## config.mk

```make
export PLATFORM = sky130hd
export DESIGN_NAME = dual_rail_rx
export DESIGN_NICKNAME = d
export VERILOG_FILES = /design/src/rtl/dual_rail_rx.sv
export SDC_FILE = /design/constraint.sdc
export NUM_CORES = 1
export LEC_CHECK = 0
export CAP_MARGIN = 20
export CORE_ASPECT_RATIO = 1.75
export CORE_MARGIN = 5
export CORE_UTILIZATION = 45
export CTS_CLUSTER_DIAMETER = 80
export DETAILED_ROUTE_END_ITERATION = 10
export PLACE_DENSITY = 0.75
export SLEW_MARGIN = 20
export SYNTH_ARGS = -nofsm -noshare
export SYNTH_HDL_FRONTEND = slang
export SYNTH_SLANG_ARGS = --single-unit
```

## constraint.sdc

```tcl
create_clock -name clk -period 1.9 [get_ports clk]
set_input_delay 0.285 -clock clk [delete_from_list [all_inputs] [get_ports clk]]
set_output_delay 0.285 -clock clk [all_outputs]
set_load 0.005 [all_outputs]
```

## src/rtl/dual_rail_rx.sv

```systemverilog
// Receiver for a complementary (dual-rail) bit pair. Samples both rails,
// checks that they disagree, locks after a short run of valid samples and
// raises a sticky alarm when too many invalid samples arrive back to back.
module dual_rail_rx #(
  parameter int unsigned ERR_THRESH = 3,
  parameter int unsigned CNT_W      = 8
) (
  input  logic             clk,
  input  logic             rst,
  input  logic             in_p,
  input  logic             in_n,
  input  logic             clr_err,
  output logic             data_out,
  output logic             data_vld,
  output logic             fault,
  output logic [CNT_W-1:0] err_cnt,
  output logic [1:0]       state
);

  typedef enum logic [1:0] {
    SYNC   = 2'b00,
    LOCK   = 2'b01,
    ALARM  = 2'b10,
    UNUSED = 2'b11
  } state_t;

  localparam logic [3:0] THRESH = 4'(ERR_THRESH);

  state_t           st_q, st_d;
  logic             s_p, s_n;
  // Low for the first edge after reset so the reset value of the sample
  // flops is never evaluated as a real sample.
  logic             armed;
  logic [1:0]       valid_run, valid_run_d;
  logic [3:0]       bad_run, bad_run_d;
  logic             data_out_d, data_vld_d, fault_d;
  logic [CNT_W-1:0] err_cnt_d;
  logic             sample_ok;
  logic [3:0]       bad_next;

  assign sample_ok = s_p ^ s_n;
  assign bad_next  = bad_run + 4'd1;
  assign state     = st_q;

  // Input sample flops; reset to the valid pair 0/1.
  always_ff @(posedge clk) begin
    if (!rst) begin
      s_p   <= 1'b0;
      s_n   <= 1'b1;
      armed <= 1'b0;
    end else begin
      s_p   <= in_p;
      s_n   <= in_n;
      armed <= 1'b1;
    end
  end

  // Next-state, run counters, outputs and error counter from the sampled pair.
  always_comb begin
    st_d        = st_q;
    valid_run_d = valid_run;
    bad_run_d   = bad_run;
    data_out_d  = data_out;
    data_vld_d  = 1'b0;
    fault_d     = fault;
    err_cnt_d   = err_cnt;

    if (armed && !sample_ok && (err_cnt != '1)) begin
      err_cnt_d = err_cnt + CNT_W'(1);
    end

    unique case (st_q)
      SYNC: begin
        fault_d = 1'b0;
        if (armed) begin
          if (sample_ok) begin
            if (valid_run == 2'd1) begin
              st_d        = LOCK;
              valid_run_d = '0;
              bad_run_d   = '0;
            end else begin
              valid_run_d = valid_run + 2'd1;
            end
          end else begin
            valid_run_d = '0;
          end
        end
      end
      LOCK: begin
        if (sample_ok) begin
          data_out_d = s_p;
          data_vld_d = 1'b1;
          bad_run_d  = '0;
        end else begin
          bad_run_d = bad_next;
          if (bad_next == THRESH) begin
            st_d    = ALARM;
            fault_d = 1'b1;
          end
        end
      end
      ALARM: begin
        fault_d = 1'b1;
      end
      default: begin
        st_d        = SYNC;
        valid_run_d = '0;
        bad_run_d   = '0;
        fault_d     = 1'b0;
      end
    endcase

    // Clear wins over a coincident invalid-sample increment.
    if (clr_err) begin
      err_cnt_d = '0;
      if (st_q == ALARM) begin
        st_d        = SYNC;
        fault_d     = 1'b0;
        valid_run_d = '0;
        bad_run_d   = '0;
      end
    end
  end

  // State and output registers.
  always_ff @(posedge clk) begin
    if (!rst) begin
      st_q      <= SYNC;
      valid_run <= '0;
      bad_run   <= '0;
      data_out  <= 1'b0;
      data_vld  <= 1'b0;
      fault     <= 1'b0;
      err_cnt   <= '0;
    end else begin
      st_q      <= st_d;
      valid_run <= valid_run_d;
      bad_run   <= bad_run_d;
      data_out  <= data_out_d;
      data_vld  <= data_vld_d;
      fault     <= fault_d;
      err_cnt   <= err_cnt_d;
    end
  end

endmodule

```

# [Word level (Yosys, flattened, before mapping)]
# Cells that the tools add are included.
[word_totals] ff_bits=22 in_bits=5 out_inout_bits=13 elab_cells=56
[op_classes] addsub=3 n_eq_ne=5 mux=28 n_bitwise=2 n_reduce_logical=8
[op_table] op="2-bit two-way mux" n=12
[op_table] op="4-bit two-way mux" n=6
[op_table] op="4-bit one-hot mux with 3 select lines" n=1
[op_table] op="8-bit by 1-bit adder with 8-bit output (second input constant)" n=1
[op_table] op="8-bit inequality test (second input constant)" n=1
[op_table] op="1-bit two-way mux" n=6
[op_table] op="2-bit one-hot mux with 3 select lines" n=1
[op_table] op="4-bit by 1-bit adder with 4-bit output (second input constant)" n=1
[op_table] op="2-bit by 1-bit == test with 1-bit output (second input constant)" n=2
[op_table] op="4-bit by 2-bit == test with 1-bit output (second input constant)" n=1
[op_table] op="2-bit one-hot mux with 2 select lines" n=1
[op_table] op="2-bit AND reduction" n=2
[op_table] op="2-bit OR reduction" n=2
[op_table] op="2-bit by 1-bit adder with 2-bit output (second input constant)" n=1
[op_table] op="2-bit == test (second input constant)" n=1
[op_table] op="1-bit logical AND" n=2
[op_table] op="2-bit zero test" n=1
[op_table] op="1-bit one-hot mux with 2 select lines" n=1
[op_table] op="1-bit zero test" n=1
[op_table] op="1-bit inverter" n=1
[op_table] op="1-bit XOR" n=1

# [Logic depth before layout (Yosys ltp)]
[logic_depth] ltp_word=7 depth_mapped=6 mapped_depth_nobuf=6

# [Least setup slack after synthesis]
# Ideal clock, no wire load.
[synth_path] path_type="register -> register" startpoint="register bad_run[0]" endpoint="register st_q[0], in the netlist state[0]" arrival_time_ns=1.349 slack_ns=0.425 path_stages_with_launch=5 path_buffers=0 cell_sequence="dfxtp_1 -> ha_1 -> or4b_1 -> o22ai_1 -> o31ai_1"
[synth_via] elab_chain_cells=7
[synth_rtl] element="from (decl)" line_no="35" rtl="logic [3:0] bad_run, bad_run_d;"
[synth_rtl] element="from (signal assigned)" line_no="138" rtl="bad_run <= bad_run_d;"
[synth_rtl] element="4-bit by 1-bit adder with 4-bit output (*)" line_no="42" rtl="assign bad_next = bad_run + 4'd1;"
[synth_rtl] element="4-bit by 2-bit == test with 1-bit output (*)" line_no="96" rtl="if (bad_next == THRESH) begin"
[synth_rtl] element="2-bit two-way mux (*)" line_no="96"
[synth_rtl] element="2-bit two-way mux (*)" line_no="90" rtl="if (sample_ok) begin"
[synth_rtl] element="2-bit one-hot mux with 3 select lines (*)" line_no="72" rtl="unique case (st_q)"
[synth_rtl] element="2-bit two-way mux" line_no="116" rtl="if (st_q == ALARM) begin"
[synth_rtl] element="2-bit two-way mux (*)" line_no="114" rtl="if (clr_err) begin"
[synth_rtl] element="to (signal assigned)" line_no="136" rtl="st_q <= st_d;"
[synth_rtl] element="to (decl)" line_no="29" rtl="state_t st_q, st_d;"
# Every way passes the cells marked *; elsewhere a longest branch is shown, timed or not.
# A chain may end at the register's enable or synchronous reset.

# [Final worst setup path]
[layout_path] startpoint="register st_q[0], in the netlist state[0]" endpoint="register bad_run[3]"
[layout_via] elab_chain_cells=4
[layout_rtl] element="2-bit == test (tied with other cells)" line_no="72, 116"
[layout_rtl] element="4-bit one-hot mux with 3 select lines" line_no="72"
[layout_rtl] element="4-bit two-way mux" line_no="116"
[layout_rtl] element="4-bit two-way mux (*)" line_no="114"
# Marks and branches as above.

==> flow_summary.json <==
{
  "io_pins": 18,
  "port_buffers": 17,
  "cts-hold-fix-buffers": 0,
  "crit_path_start_kind": "flop",
  "ctsResizeCount": 0,
  "crit_fanout": 7,
  "die_h_um": 76.5,
  "drcViolationCount": 0,
  "vias": 981,
  "drtAntennaViolNets": 0,
  "cp_common_cell": "nand2_1",
  "synthFlopType": "dfxtp_1",
  "dieArea_mm2": 0.00367,
  "rsz0062_at_grt": "no",
  "fin_cells": 171,
  "p_per_area_mw_per_mm2": 642,
  "multi_input_area_um2": 648,
  "grt_overflow": 0,
  "finalHoldViolCount": 0,
  "worst_ep_required_time_ns": 2.11,
  "ys_types": 46,
  "start_util_pct": 46.2,
  "worst_pin_slew_ns": 0.369,
  "nets": 158,
  "async_reset_ff_share_pct": 0,
  "slowest_delay_ns": 0.45,
  "clock_latency_ns": 0.26,
  "ys_seq_area_share_pct": 38.7,
  "antenna_found_initial": 0,
  "regToRegEndpoint": "bad_run[3]",
  "hold_path_depth": 2,
  "fmax_ghz": 0.598,
  "synth_nets": 136,
  "whs_endpoint": "data_out",
  "critical_path_class": "reg2reg",
  "drive_gt1_share_pct": 8.97,
  "worst_ep_arrival_time_ns": 1.88,
  "finalMaxSlewViolations": 0,
  "cts_root_buf": "clkbuf_8",
  "p_comb_share_pct": 9.6,
  "r2r_slack_ns": 0.23,
  "postCtsSetupBuffers": 0,
  "p_sw_share_pct": 22.7,
  "period_minus_slack_ns": 1.67,
  "fin_area_mm2": 0.00140,
  "worst_setup_path_end_kind": "flop",
  "cts_tree": "yes",
  "hp-class": "reg2reg",
  "finalSetupViolCount": 0,
  "timing.critical_path.cells": "inv_1 -> ha_1 -> nand2_1 -> nand2_1 -> a21oi_1 -> a211o_1",
  "nFillCells": 231,
  "placed_cells": 167,
  "syn_inst": 124,
  "skew_ns": 0.00329,
  "grt_max_degree": 13,
  "die_x_um": 48.0,
  "cts_num_sinks": 22,
  "crit_slowest_cell": "dfxtp_1",
  "hpwl_mm": 1.82,
  "ff2ff_path_depth": 6,
  "htreeDepth": 1,
  "avgRoutedWirePerCell_um": 13.6,
  "cap_violations": 0,
  "timing.setup.tns_ns": 0,
  "synth_warnings": 0,
  "dr.first_iter.drc_count": 22,
  "cts_buffers": 3,
  "synth_edf_count": 0,
  "clk_pin_slew_ns": 0.08,
  "synth.cell_area_mm2": 0.00114,
  "pwr-share-clk_pct": 37.0,
  "pre_cts_slack_ns": 0.230,
  "outcome": "finished, final reports clean",
  "grt_usage_pct": 14.2,
  "dr.pass1.iters": 4,
  "p_seq_share_pct": 53.4,
  "syn_area_per_cell_um2": 9.17,
  "wl_mm": 2.33,
  "grt_pass1_vias": 924,
  "peakVddDrop_v": 0.000407,
  "netSwitchingPower_mw": 0.204,
  "worst_slack_ns": 0.228,
  "seq_area_um2": 440,
  "dpl_cell_area_mm2": 0.00134,
  "power_leakage_nw": 0.539,
  "place.gp.congestion": 0.872,
  "period_share_pct": 88.0,
  "num_rows": 24,
  "grt_pass1_wl_mm": 3.94,
  "synthToLayoutAreaGrowth_pct": 23.0,
  "hold_ws_ns": 0.472,
  "holdCritStartpoint": "data_out",
  "timing.rr.start": "state[0]",
  "n_antenna_cell": 0,
  "p_int_mw": 0.694,
  "coreArea_mm2": 0.00246,
  "viasPerCell": 5.74,
  "cts_max_path_buffers": 2,
  "synth-seq-cells": 22,
  "maxSlewHeadroom_pct": 75.3
}
## routing by layer
metal  track usage (%)  vias up  part of all wire (%)
met4              6.74        0                   2.1
met1              16.5      457                    40
met2              23.2       33                    54
met5                 0        -                     0
li1                  -      487                     -
met3              2.60        4                   4.2
## power groups by stage
stage,logic [mW],clock network (mW),registers (mW)
floorplan,0.0585,0,0.488
global placement,0.0854,0,0.490
detailed placement,0.0859,0,0.491
CTS,0.0861,0.336,0.480
global route,0.0952,0.354,0.482
finish,0.0862,0.332,0.480
## placed cells by master, fill, tap and decap left out, drive strengths merged, types with 2 or more instances in the layout
cell and count:
dfxtp 22, clkdlybuf4s50 17, nor2 11, nand2 10
ha 7, nand3 7, o21ai 7, inv 6
a21oi 6, clkbuf 4, buf 4, nand4 4
xor2 3, nor3 3, xnor2 3, nor2b 2
nand2b 2, mux2i 2, or3 2, o31ai 2
## critical path: cells and delay by family (launching register included)
kind | cells | cell delay [ns]
compound gates | 2 | 0.47
flops | 1 | 0.45
simple gates | 2 | 0.30
fa+ha+maj | 1 | 0.29
buf+inv | 1 | 0.11
## metrics by stage
step,utilization (%),total power [mW]
after global placement,54.6,0.575
after detailed placement,54.6,0.577
after CTS,56.8,0.902
after global routing,56.8,0.930
after floorplan,-,0.547
final,56.8,0.898
## cell families (layout without fill, tap and decap cells)
logic type / Yosys count / count (layout) / synth area share [%]
XOR/XNOR: 6 / 6 / 5.28
buffers and inverters: 10 / 31 / 4.29
flip-flops: 22 / 22 / 38.7
AND/OR/NAND/NOR: 48 / 48 / 23.9
multiplexers: 2 / 2 / 1.76
AO/OA/AOI/OAI: 29 / 29 / 18.4
adder cells (fa/ha/maj): 7 / 7 / 7.70
## synthesized netlist by cell type, types with 2 or more instances
master / count / share of area, %
mux2i_1: 2 / 1.8
nor2_1: 11 / 3.6
o31ai_1: 2 / 1.3
dfxtp_1: 22 / 39
nand2_1: 10 / 3.3
nor3_1: 3 / 1.3
a21oi_1: 6 / 2.6
xnor2_1: 2 / 1.5
nand4_1: 3 / 1.7
or3_1: 2 / 1.1
o21ai_1: 3 / 1.3
o21ai_0: 4 / 1.8
nor2b_1: 2 / 1.1
inv_1: 6 / 2.0
nand3_1: 6 / 2.6
xor2_1: 3 / 2.3
ha_1: 7 / 7.7
nand2b_1: 2 / 1.1
## registers in the layout (all words and copies together) (netlist names)
signal	cells
err_cnt	8
bad_run	4
state	2
valid_run	2
armed	1
data_out	1
data_vld	1
fault	1
s_n	1
s_p	1
## final cells by class
class	instances	share of cell area, %
Sequential cell	22	31.5
Timing Repair Buffer	21	14.3
Clock buffer	4	3.94
Multi-Input combinational cell	92	46.3
Inverter	6	1.61
Tap cell	26	2.33
## worst max-delay path by stage
stage / startpoint / end / slack (ns) / cells past startpoint
2_1_floorplan: bad_run[0] / state[0] / 0.42 / 4
3_3_place_gp: rst / bad_run[3] / 0.26 / 5
3_5_place_dp: rst / bad_run[3] / 0.23 / 5
4_1_cts: state[0] / bad_run[3] / 0.25 / 6
5_1_grt: state[0] / bad_run[3] / 0.1 / 6
6_report: state[0] / bad_run[3] / 0.23 / 6
(Power assumes the default switching activity.)
